`src/rtl/tl_arb_pkg.sv`:
```
// Shared types and helpers for the TileLink round-robin burst arbiter.
// Holds the lock-state enum, the requester ceiling and a one-hot encoder.
package tl_arb_pkg;

  localparam int MAX_N = 8;

  typedef enum logic {
    IDLE   = 1'b0,
    LOCKED = 1'b1
  } state_e;

  function automatic logic [MAX_N-1:0] onehot(
    input int idx,
    input int n
  );
    logic [MAX_N-1:0] r;
    r = '0;
    if (idx >= 0 && idx < n) r[idx] = 1'b1;
    return r;
  endfunction

endpackage

```
`src/rtl/rr_priority_pick.sv`:
```
// Rotating find-first: first set request at or after ptr, wrapping mod N.
// Purely combinational so an idle grant costs no cycle.
module rr_priority_pick #(
  parameter int N = 3,
  localparam int PW = $clog2(N)
) (
  input  logic [N-1:0]  req,
  input  logic [PW-1:0] ptr,
  output logic [PW-1:0] pick,
  output logic          any
);

  always_comb begin
    pick = ptr;
    any  = 1'b0;
    // Walk from the far end so the nearest hit wins.
    for (int k = N - 1; k >= 0; k--) begin
      automatic int idx = (int'(ptr) + k) % N;
      if (req[idx]) begin
        pick = PW'(idx);
        any  = 1'b1;
      end
    end
  end

endmodule

```
`src/rtl/tl_rr_burst_arbiter.sv`:
```
// Round-robin arbiter granting whole multi-beat bursts onto one channel.
// Idle grant is combinational; the lock holds the owner until its last beat.
module tl_rr_burst_arbiter
  import tl_arb_pkg::*;
#(
  parameter int N = 3,
  parameter int W = 32,
  localparam int PW = $clog2(N)
) (
  input  logic           clock,
  input  logic           reset,
  input  logic [N-1:0]   in_valid,
  output logic [N-1:0]   in_ready,
  input  logic [N-1:0]   in_last,
  input  logic [N*W-1:0] in_data,
  output logic           out_valid,
  input  logic           out_ready,
  output logic           out_last,
  output logic [W-1:0]   out_data,
  output logic [N-1:0]   out_sel,
  output logic           busy
);

  state_e        state_q, state_d;
  logic [PW-1:0] owner_q, owner_d;
  logic [PW-1:0] ptr_q, ptr_d;
  logic [7:0]    beats_q, beats_d;
  logic [PW-1:0] pick, sel_idx;
  logic          any, fire;

  rr_priority_pick #(.N(N)) u_pick (
    .req  (in_valid),
    .ptr  (ptr_q),
    .pick (pick),
    .any  (any)
  );

  function automatic logic [PW-1:0] wrap_inc(input logic [PW-1:0] p);
    return (int'(p) == N - 1) ? '0 : p + 1'b1;
  endfunction

  always_comb begin
    sel_idx   = pick;
    out_sel   = '0;
    out_valid = 1'b0;
    if (state_q == LOCKED) begin
      sel_idx   = owner_q;
      out_sel   = N'(onehot(int'(owner_q), N));
      out_valid = in_valid[owner_q];
    end else if (any) begin
      out_sel   = N'(onehot(int'(pick), N));
      out_valid = 1'b1;
    end
    out_data = (|out_sel) ? in_data[int'(sel_idx)*W +: W] : '0;
    out_last = (|out_sel) ? in_last[sel_idx] : 1'b0;
    in_ready = {N{out_ready}} & out_sel;
    fire     = out_valid & out_ready;
    busy     = (state_q == LOCKED);
  end

  always_comb begin
    state_d = state_q;
    owner_d = owner_q;
    ptr_d   = ptr_q;
    beats_d = beats_q;
    if (fire && beats_q != 8'hFF) beats_d = beats_q + 8'd1;
    unique case (state_q)
      IDLE: begin
        if (out_valid) begin
          if (fire && out_last) begin
            ptr_d = wrap_inc(pick);
          end else begin
            state_d = LOCKED;
            owner_d = pick;
          end
        end
      end
      LOCKED: begin
        if (fire && out_last) begin
          state_d = IDLE;
          ptr_d   = wrap_inc(owner_q);
        end
      end
      default: state_d = IDLE;
    endcase
    if (state_d == IDLE) beats_d = '0;
  end

  always_ff @(posedge clock or posedge reset) begin
    if (reset) begin
      state_q <= IDLE;
      owner_q <= '0;
      ptr_q   <= '0;
      beats_q <= '0;
    end else begin
      state_q <= state_d;
      owner_q <= owner_d;
      ptr_q   <= ptr_d;
      beats_q <= beats_d;
    end
  end

endmodule

```
`config.mk`:
```
export PLATFORM = sky130hd
export DESIGN_NAME = tl_rr_burst_arbiter
export DESIGN_NICKNAME = d
export VERILOG_FILES = /design/src/rtl/tl_arb_pkg.sv /design/src/rtl/rr_priority_pick.sv /design/src/rtl/tl_rr_burst_arbiter.sv
export SDC_FILE = /design/constraint.sdc
export NUM_CORES = 1
export LEC_CHECK = 0
export BUFFER_PORTS_ARGS = -buffer_cell sky130_fd_sc_hd__buf_4
export CAP_MARGIN = 20
export CORE_MARGIN = 3
export CORE_UTILIZATION = 42
export DETAILED_ROUTE_END_ITERATION = 8
export GPL_ROUTABILITY_DRIVEN = 0
export HOLD_SLACK_MARGIN = 0.15
export PLACE_DENSITY = 0.83
export REMOVE_ABC_BUFFERS = 1
export SYNTH_ARGS = -nofsm -noshare
export SYNTH_HDL_FRONTEND = slang
export SYNTH_SLANG_ARGS = --single-unit
```
`constraint.sdc`:
```
create_clock -name clock -period 2.7 [get_ports clock]
set_input_delay 0.135 -clock clock [delete_from_list [all_inputs] [get_ports clock]]
set_output_delay 0.135 -clock clock [all_outputs]
set_load 0.01 [all_outputs]
```
==> flow_summary.ini, run 1 <==
[outcome]
outcome = finished, violations left
violations = setup timing

[drt]
routed_via_density = 5.56
drt_iter0_markers = 130
post-route-drc-count = 0
wl_um = 7590
routedWlPerCell_um = 18.2
drtAntennaViolNets = 0
dr.pass1.iters = 4
num_vias = 2326

[logic_synthesis]
yosysSeqAreaShare = 0.0640
netlist_area_um2 = 1960
syn_avg_cell_area_um2 = 9.40
synthCells = 208
async_reset_ff_frac = 1.00
ys_ff_latch = 5
synth_cell_types = 47
ys_warn_count = 0
synth_edf_count = 0
synth_flop_cell = dfrtp_1

[clock_network]
clock_sinks = 5
cts_buffers = 3
clk-insertion-delay-late_ps = 220
cts_tree = built
clk_path_buf_depth = 2
cts_root_buffer = clkbuf_8
cts.clk_slew.worst_paths_ps = 40
cts_htree_levels = 1

[critical_path]
path_cells = buf_6 > ha_4 > a211o_1 > a22oi_2 > o31ai_4 > buf_12 > buf_12 > and2_4 > buf_12 > a2bb2oi_2 > nor2_2 > buf_4
startpoint = ptr_q[1]
timing.rr.start = ptr_q[1]
critPathMaxFanout = 11
end_kind = primary output
crit_required_ps = 2570
path_buf_inv = 5
critPathTopFamily = compound AO/OA/AOI/OAI gates
critPathMaxStageDelay_ps = 410
cp_slowest_cell = dfrtp_1
cpMostUsedCell = buf_12
crit_arrival_ps = 2640
worst-setup-path-type = reg2out
crit_path_start_kind = flip-flop

[layout]
final_util = 0.800
area_growth_pct = 80.6
drive_above_1_share = 0.754
antenna_cells = 0
layoutNonFillerInstCount = 418
nets = 475
design_area_um2 = 3530

[sta]
slew_viol_final = 0
finalSetupTns_ps = -1460
finalSetupViolCount = 33
fin_hold_ws_ps = 268
tightest_slew_ps = 394
max_freq_ghz = 0.361
setup_slack_ps = -72.2
finalClockSkew_ps = 2.59
hold_viol_final = 0
rsz0062_at_grt = yes
min_period_ps = 2770
min_period_over_period = 1.03
relSlewSlack = 0.737

[placement]
port_buffers = 145
place_hpwl_um = 5630
post-place-ws_ps = -0.753
place_area_um2 = 3100
dpl.cell_count = 401

[floorplan]
core_area_um2 = 4410
boundaryPins = 146
initial_core_util = 0.443
die_w_um = 74.2
die-area_um2 = 5510
die_h_um = 74.2
rows = 24

[grt]
grt_pass1_vias = 2307
grt_max_degree = 18
grt_pass1_wl_um = 11000
track_usage = 0.254
antenna_found_initial = 0
gr-total-overflow = 0

[pwr]
vdd_drop_max_mv = 0.889
power_mw = 5.51
switching_power_mw = 2.46
p_int_mw = 3.05
combinationalPowerShare = 0.942
pwr-share-clk = 0.025
seq_power_share = 0.033
leakagePower_nw = 1.68
sw_frac_of_total = 0.447
pwr_density_cell_nw_per_um2 = 1560

[run]
cap_violations = 0

[worst_hold_path]
min_path_type = in2reg
hold_start = out_ready
==> routing by layer <==
layer	part of all wire	routed length, µm	track usage
met4	0.024	182	0.0791
met3	0.084	638	0.0446
met5	0	0	0
met2	0.52	3920	0.450
met1	0.37	2850	0.311
==> kinds of logic after synthesis <==
group / count (synthesis) / synth area share
buf+inv: 24 / 0.104
compound gates: 64 / 0.379
fa+ha+maj: 3 / 0.0192
mux: 41 / 0.215
simple gates: 71 / 0.219
flops: 5 / 0.0640
==> final cells by class <==
class	count	area, µm²
Fill cell	251	882
Inverter	4	15.0
Timing Repair Buffer	174	1450
Tap cell	52	65.1
Sequential cell	5	125
Multi-Input combinational cell	179	1840
Clock buffer	4	45.0
==> final timing paths <==
check                           cells past startpoint           end  slack (ps)
min in group asynchronous                           3    owner_q[0]         380
worst max-delay path                               12  out_data[15]         -70
worst max register to register                     11    owner_q[0]          40
max in group asynchronous                           3      ptr_q[0]        2150
worst min-delay path                                3          busy         270
worst min register to register                      1      ptr_q[1]         590
==> flip-flops by register name, indices dropped and copies added, names as in the netlist <==
name / count
owner_q: 2
ptr_q: 2
busy: 1
==> timing repair <==
action	in CTS	in global routing
setup endpoints to repair	33	39
pin swaps	6	31
hold buffers	1	0
endpoints found under the hold margin	5	0
gates cloned	2	1
gates resized for setup	30	22
setup buffers	10	7
==> tightest hold or removal path, delay by kind of cell <==
family | cells | cell delay [ps]
buf+inv | 1 | 150
compound gates | 1 | 100
simple gates | 1 | 60
==> Yosys cell counts, types with 2 or more instances <==
cell type | number | share of area
buf_12 | 4 | 0.041
a2bb2oi_2 | 31 | 0.24
o211ai_1 | 2 | 0.0077
buf_4 | 2 | 0.0077
a2bb2oi_1 | 3 | 0.013
nor2_2 | 30 | 0.096
buf_2 | 9 | 0.023
o21a_1 | 2 | 0.0077
nand2b_1 | 7 | 0.022
nor2b_1 | 3 | 0.0096
nor2b_4 | 2 | 0.014
nand3_1 | 2 | 0.0051
nor2_1 | 4 | 0.0077
mux2_1 | 4 | 0.023
o21ai_0 | 3 | 0.0077
nand2_1 | 13 | 0.025
and2_1 | 5 | 0.016
ha_1 | 3 | 0.019
buf_6 | 4 | 0.023
o32ai_1 | 3 | 0.013
inv_1 | 4 | 0.0077
mux2i_1 | 36 | 0.18
o21ai_1 | 4 | 0.010
dfrtp_1 | 5 | 0.064
==> power groups by stage <==
stage / Clock [mW] / Sequential (mW) / Combinational [mW]
after global placement: 0 / 0.173 / 4.28
after global routing: 0.143 / 0.188 / 5.51
after detailed placement: 0 / 0.176 / 4.36
after CTS: 0.140 / 0.174 / 4.98
after floorplan: 0 / 0.160 / 2.81
final: 0.137 / 0.182 / 5.19
==> cells in the final DEF, fill, tap and decap left out, types with 3 or more instances in the layout <==
cell	count
nor2_2	30
buf_12	6
nand2_1	13
mux2i_1	26
clkbuf_8	3
a2bb2oi_2	31
o21ai_0	3
and2_1	5
dfrtp_1	5
nand2b_1	7
mux2i_2	7
nor2b_4	3
mux2_1	3
nor2_1	4
buf_4	156
ha_4	3
buf_6	8
mux2i_4	3
Note: power is estimated with default switching activity, not from simulation.
==> inputs of run 2 (changes only) <==
--- a/config.mk
+++ b/config.mk
@@ -8,12 +8,13 @@
 export BUFFER_PORTS_ARGS = -buffer_cell sky130_fd_sc_hd__buf_4
 export CAP_MARGIN = 20
 export CORE_MARGIN = 3
-export CORE_UTILIZATION = 42
+export CORE_UTILIZATION = 36
 export DETAILED_ROUTE_END_ITERATION = 8
 export GPL_ROUTABILITY_DRIVEN = 0
 export HOLD_SLACK_MARGIN = 0.15
-export PLACE_DENSITY = 0.83
+export PLACE_DENSITY = 0.81
 export REMOVE_ABC_BUFFERS = 1
 export SYNTH_ARGS = -nofsm -noshare
 export SYNTH_HDL_FRONTEND = slang
+export SYNTH_HIERARCHICAL = 1
 export SYNTH_SLANG_ARGS = --single-unit
==> run 2 against run 1 <==
The run still ends with setup timing left; maximum frequency down 12%; synthesized cell count up 26%; first-iteration DRC count rose to 3.3 times the previous value; critical path type unchanged; critical endpoint is now out_data[22]; largest cell class unchanged; highest routed layer unchanged.
==> flow_summary.ini, run 2 <==
[critical_path]
crit_arrival_ps = 3010
critPathMaxStageDelay_ps = 430
reg2reg_slack_ps = -310
critPathMaxFanout = 7
worst-setup-path-type = reg2out
reg2reg_depth = 12
crit_required_ps = 2570
path_cells = buf_6 > buf_4 > nand2b_1 > a21oi_4 > buf_4 > o21ai_1 > o31ai_2 > buf_4 > mux2i_4 > buf_12 > buf_4 > nand2_1 > a21oi_1 > a21oi_1 > nor2_1 > buf_4
end_kind = primary output
cpMostUsedCell = buf_4
cp_slowest_cell = dfrtp_1
crit_path_start_kind = flip-flop

[outcome]
violations = setup timing
outcome = finished, violations left

[logic_synthesis]
synth_top_area_cell = a21oi_1
yosysSeqAreaShare = 0.0866
synthAdderAreaFrac = 0.0260
synthCells = 263
yosys-top-cells-area = a21oi_1, nand2_1, nor2_1
ys_ff_latch = 5
netlist_area_um2 = 1450
synth_commonest_cells = nand2_1, a21oi_1, nor2_1
synth_cell_types = 41
synth_flop_cell = dfrtp_1
synth_simple_gate_area_frac = 0.352
synth_xor_area_frac = 0
synth_compound_area_frac = 0.373
synth_edf_count = 0
async_reset_ff_frac = 1.00
ys_warn_count = 6
yosysMostFrequentCell = nand2_1
synth_top_area_share = 0.239
post_synth_mux_area_share = 0.0840
synth_top_family_by_area = compound AO/OA/AOI/OAI gates
syn_avg_cell_area_um2 = 5.49

[pwr]
sw_frac_of_total = 0.508
leakagePower_nw = 1.70
power_mw = 4.96
p_int_mw = 2.44
pwr_density_cell_nw_per_um2 = 1400
seq_power_share = 0.039
combinationalPowerShare = 0.932
pwr-share-clk = 0.029
switching_power_mw = 2.52
vdd_drop_max_mv = 0.928

[clock_network]
cts_buffers = 3
clock_sinks = 5
clk_path_buf_depth = 2
cts_root_buffer = clkbuf_8
clk-insertion-delay-late_ps = 220
cts.clk_slew.worst_paths_ps = 40
cts_htree_levels = 1
cts_tree = built

[drt]
wl_um = 11200
drt_iter0_markers = 428
routedWlPerCell_um = 23.3
routed_via_density = 6.45
post-route-drc-count = 0
num_vias = 3115
dr.pass1.iters = 6
drtAntennaViolNets = 0

[grt]
grtUsageMet1 = 0.333
grt_pass1_wl_um = 11900
gr-total-overflow = 0
busiest_layer = met2
grt_pass1_vias = 2442
grt_max_degree = 34
antenna_found_initial = 0
met3_usage = 0.0754
met2_usage = 0.554
track_usage = 0.300

[sta]
relSlewSlack = 0.504
finalClockSkew_ps = 1.61
min_period_over_period = 1.16
finalSetupViolCount = 40
rsz0062_at_grt = yes
slew_viol_final = 0
finalSetupTns_ps = -12150
hold_viol_final = 0
tightest_slew_ps = 743
fin_hold_ws_ps = 375
setup_slack_ps = -442
min_period_ps = 3140
max_freq_ghz = 0.318

[layout]
layoutNonFillerInstCount = 483
drive_above_1_share = 0.641
antenna_cells = 0
multi_input_area_um2 = 1650
fillers = 114
layout_common_cells = buf_4, nand2_1, a21oi_2
area_growth_pct = 146
design_area_um2 = 3550
nets = 544
final_common_cell = buf_4
seqCellArea_um2 = 125

[run]
cap_violations = 0

[placement]
port_buffers = 145
dpl.cell_count = 458
place_area_um2 = 2700
place_hpwl_um = 5560

[floorplan]
initial_core_util = 0.383
rows = 22
boundaryPins = 146
core_area_um2 = 3770
die_h_um = 69.4
die-area_um2 = 4810
die_w_um = 69.4

[worst_hold_path]
min_path_type = in2async
run 2: changes by cell type after synthesis, moves of 4 or more:
cell / change
a2bb2oi_2: -31
nor2_2: -30
mux2i_1: -31
buf_12: -4
nand2_1: +58
a21oi_1: +68
nor2_1: +34
buf_2: -5
clkbuf_1: +9
run 2: timing repair:
item,CTS,global route
pin swaps,8,37
setup endpoints to repair,41,44
setup buffers,4,8
gates resized for setup,36,90
hold buffers,1,0
hold endpoints to repair,5,0
cloned,2,6
run 2: worst paths after layout:
| check | to | start |
|---|---|---|
| setup / recovery | out_data[22] | ptr_q[1] |
| hold / removal | owner_q[1] | reset |
| setup reg to reg | ptr_q[1] | ptr_q[1] |
| hold reg to reg | ptr_q[0] | ptr_q[0] |
| max in group asynchronous | ptr_q[0] | reset |
| min in group clock | busy | in_last[0] |
run 2: area by class of cell:
cell class	count	share of cell area
Multi-Input combinational cell	232	0.465
Timing Repair Buffer	186	0.462
Sequential cell	5	0.0352
Tap cell	48	0.0169
Clock buffer	4	0.0127
Inverter	8	0.00845
run 2: power groups by stage:
| stage | Clock [mW] | Sequential, mW | Combinational [mW] |
|---|---|---|---|
| after floorplan | 0 | 0.157 | 1.54 |
| after global placement | 0 | 0.159 | 2.94 |
| after detailed placement | 0 | 0.164 | 2.98 |
| after CTS | 0.135 | 0.174 | 3.33 |
| after global routing | 0.151 | 0.199 | 4.81 |
| final | 0.144 | 0.195 | 4.62 |
run 2: cell families after synthesis:
group,count (synthesis)
buffers and inverters,26
and+or+nand+nor,124
DFF,5
muxes,11
adders and majority gates,3
AOI/OAI and AO/OA,94
run 2: metrics by stage:
step,utilization,setup slack [ps]
after detailed placement,0.715,-306
after global routing,0.942,-509
final,0.942,-442
after floorplan,-,-1140
after CTS,0.785,-82.4
after global placement,0.715,-83.7
run 2: worst max-delay path: cells and delay by family, from the launching register on:
family / cells / cell delay [ps]
DFF: 1 / 430
muxes: 1 / 210
and+or+nand+nor: 3 / 390
AOI/OAI and AO/OA: 5 / 620
buffers and inverters: 7 / 1110
run 2: routing by layer:
layer / vias up / share of wire
met3: 110 / 0.12
met5: - / 0
met4: 0 / 0.070
li1: 1242 / -
met2: 349 / 0.48
met1: 1414 / 0.33
==> inputs of run 3 (changes only) <==
--- a/config.mk
+++ b/config.mk
@@ -12,7 +12,7 @@
 export DETAILED_ROUTE_END_ITERATION = 8
 export GPL_ROUTABILITY_DRIVEN = 0
 export HOLD_SLACK_MARGIN = 0.15
-export PLACE_DENSITY = 0.81
+export PLACE_DENSITY_LB_ADDON = 0.08
 export REMOVE_ABC_BUFFERS = 1
 export SYNTH_ARGS = -nofsm -noshare
 export SYNTH_HDL_FRONTEND = slang
==> run 3 against run 2 <==
The run still ends with setup timing left; highest routed layer unchanged; critical path depth fell by 2; die area did not move; flip-flop and latch count did not move; critical path type unchanged; register-to-register slack got worse by 160 ps; count of clock-buffer cells in the layout did not move; wire length rose by 11%; largest cell class is now buffers.
==> flow_summary.ini, run 3 (synthesis gave the netlist of run 2 again) <==
[sta]
relSlewSlack = 0.468
finalSetupTns_ps = -18790
finalClockSkew_ps = 9.01
min_period_ps = 3210
max_freq_ghz = 0.311
tightest_slew_ps = 798
finalSetupViolCount = 45
setup_slack_ps = -513
hold_viol_final = 0
rsz0062_at_grt = yes
fin_hold_ws_ps = 360
min_period_over_period = 1.19
slew_viol_final = 0

[grt]
grt_pass1_wl_um = 12800
track_usage = 0.320
grt_max_degree = 34
grt_pass1_vias = 2693
gr-total-overflow = 0
antenna_found_initial = 0

[pwr]
pwr-share-clk = 0.028
pwr_density_cell_nw_per_um2 = 1500
vdd_drop_max_mv = 0.961
sw_frac_of_total = 0.512
seq_power_share = 0.037
combinationalPowerShare = 0.935
switching_power_mw = 2.74
p_int_mw = 2.62
leakagePower_nw = 1.72
power_mw = 5.36

[floorplan]
die_w_um = 69.4
die_h_um = 69.4
rows = 22
boundaryPins = 146
core_area_um2 = 3770
initial_core_util = 0.383
die-area_um2 = 4810

[run]
cap_violations = 0

[critical_path]
crit_required_ps = 2570
crit_path_start_kind = flip-flop
reg2reg_depth = 14
worst-setup-path-type = reg2out
critPathMaxFanout = 8
end_kind = primary output
crit_arrival_ps = 3080

[layout]
design_area_um2 = 3570
fillers = 108
layout_common_cells = buf_4, nand2_1, a21oi_1
nets = 553
final_common_cell = buf_4
antenna_cells = 0
area_growth_pct = 147
drive_above_1_share = 0.610

[drt]
drt_iter0_markers = 577
routedWlPerCell_um = 25.4
num_vias = 3298
wl_um = 12500
drtAntennaViolNets = 0
dr.pass1.iters = 6
post-route-drc-count = 0
routed_via_density = 6.70

[clock_network]
cts_tree = built
cts.clk_slew.worst_paths_ps = 40
clk-insertion-delay-late_ps = 240
cts_buffers = 3
cts_root_buffer = clkbuf_8
cts_htree_levels = 1
clock_sinks = 5
clk_path_buf_depth = 2

[placement]
place_area_um2 = 2750
post-place-ws_ps = -131
port_buffers = 145
place_hpwl_um = 5070

[outcome]
outcome = finished, violations left
violations = setup timing

[worst_hold_path]
min_path_type = in2async
run 3: cell types whose count changed in the layout (fill, tap and decap cells not counted), sizes merged:
cell / before / now
buf: 179 / 191
clkbuf: 10 / 7
run 3: cell type report:
type	instances	area (µm²)	area share
Sequential cell	5	125	0.0350
Tap cell	48	60.1	0.0168
Inverter	8	30.0	0.00840
Multi-Input combinational cell	232	1610	0.450
Clock buffer	4	45.0	0.0126
Timing Repair Buffer	195	1700	0.477
run 3: worst max-delay path, stage by stage (launching register included):
cell and delay, ps:
dfrtp_1 400, buf_6 140, ha_4 270, buf_6 140
o21a_1 220, a211oi_2 270, o31ai_4 140, mux2_4 330
buf_6 130, nor2_4 120, buf_12 130, buf_12 140
a21oi_2 80, nor2_1 170, buf_4 160
run 3: stage by stage:
stage,util,cells
2_1_floorplan,-,245
3_3_place_gp,0.728,463
3_5_place_dp,0.728,463
4_1_cts,0.833,483
5_1_grt,0.948,492
6_report,0.948,492
run 3: final timing paths:
check / start / endpoint / slack, ps
setup / recovery: ptr_q[1] / out_data[28] / -510
hold / removal: reset / busy / 360
setup reg to reg: ptr_q[0] / owner_q[1] / -470
hold reg to reg: ptr_q[1] / ptr_q[1] / 700
max in group asynchronous: reset / owner_q[1] / 2160
min in group clock: in_last[0] / busy / 480
run 3: per-layer routing:
metal	GRT usage	part of all wire	vias up
li1	-	-	1262
met1	0.363	0.32	1486
met2	0.559	0.44	423
met3	0.0609	0.15	127
met4	0.171	0.090	0
met5	0	0	-
run 3: repair_timing:
item,CTS,global route
hold endpoints to repair,5,0
cloned,3,4
pin swaps,9,43
resized for setup,36,83
setup buffers,13,10
endpoints found under the setup margin,40,45
hold buffers,1,0
run 3: power groups by stage:
stage	clock network [mW]	registers [mW]	logic [mW]
2_1_floorplan	0	0.157	1.54
3_3_place_gp	0	0.161	3.02
3_5_place_dp	0	0.162	3.06
4_1_cts	0.149	0.168	3.75
5_1_grt	0.158	0.195	5.11
6_report	0.152	0.196	5.02
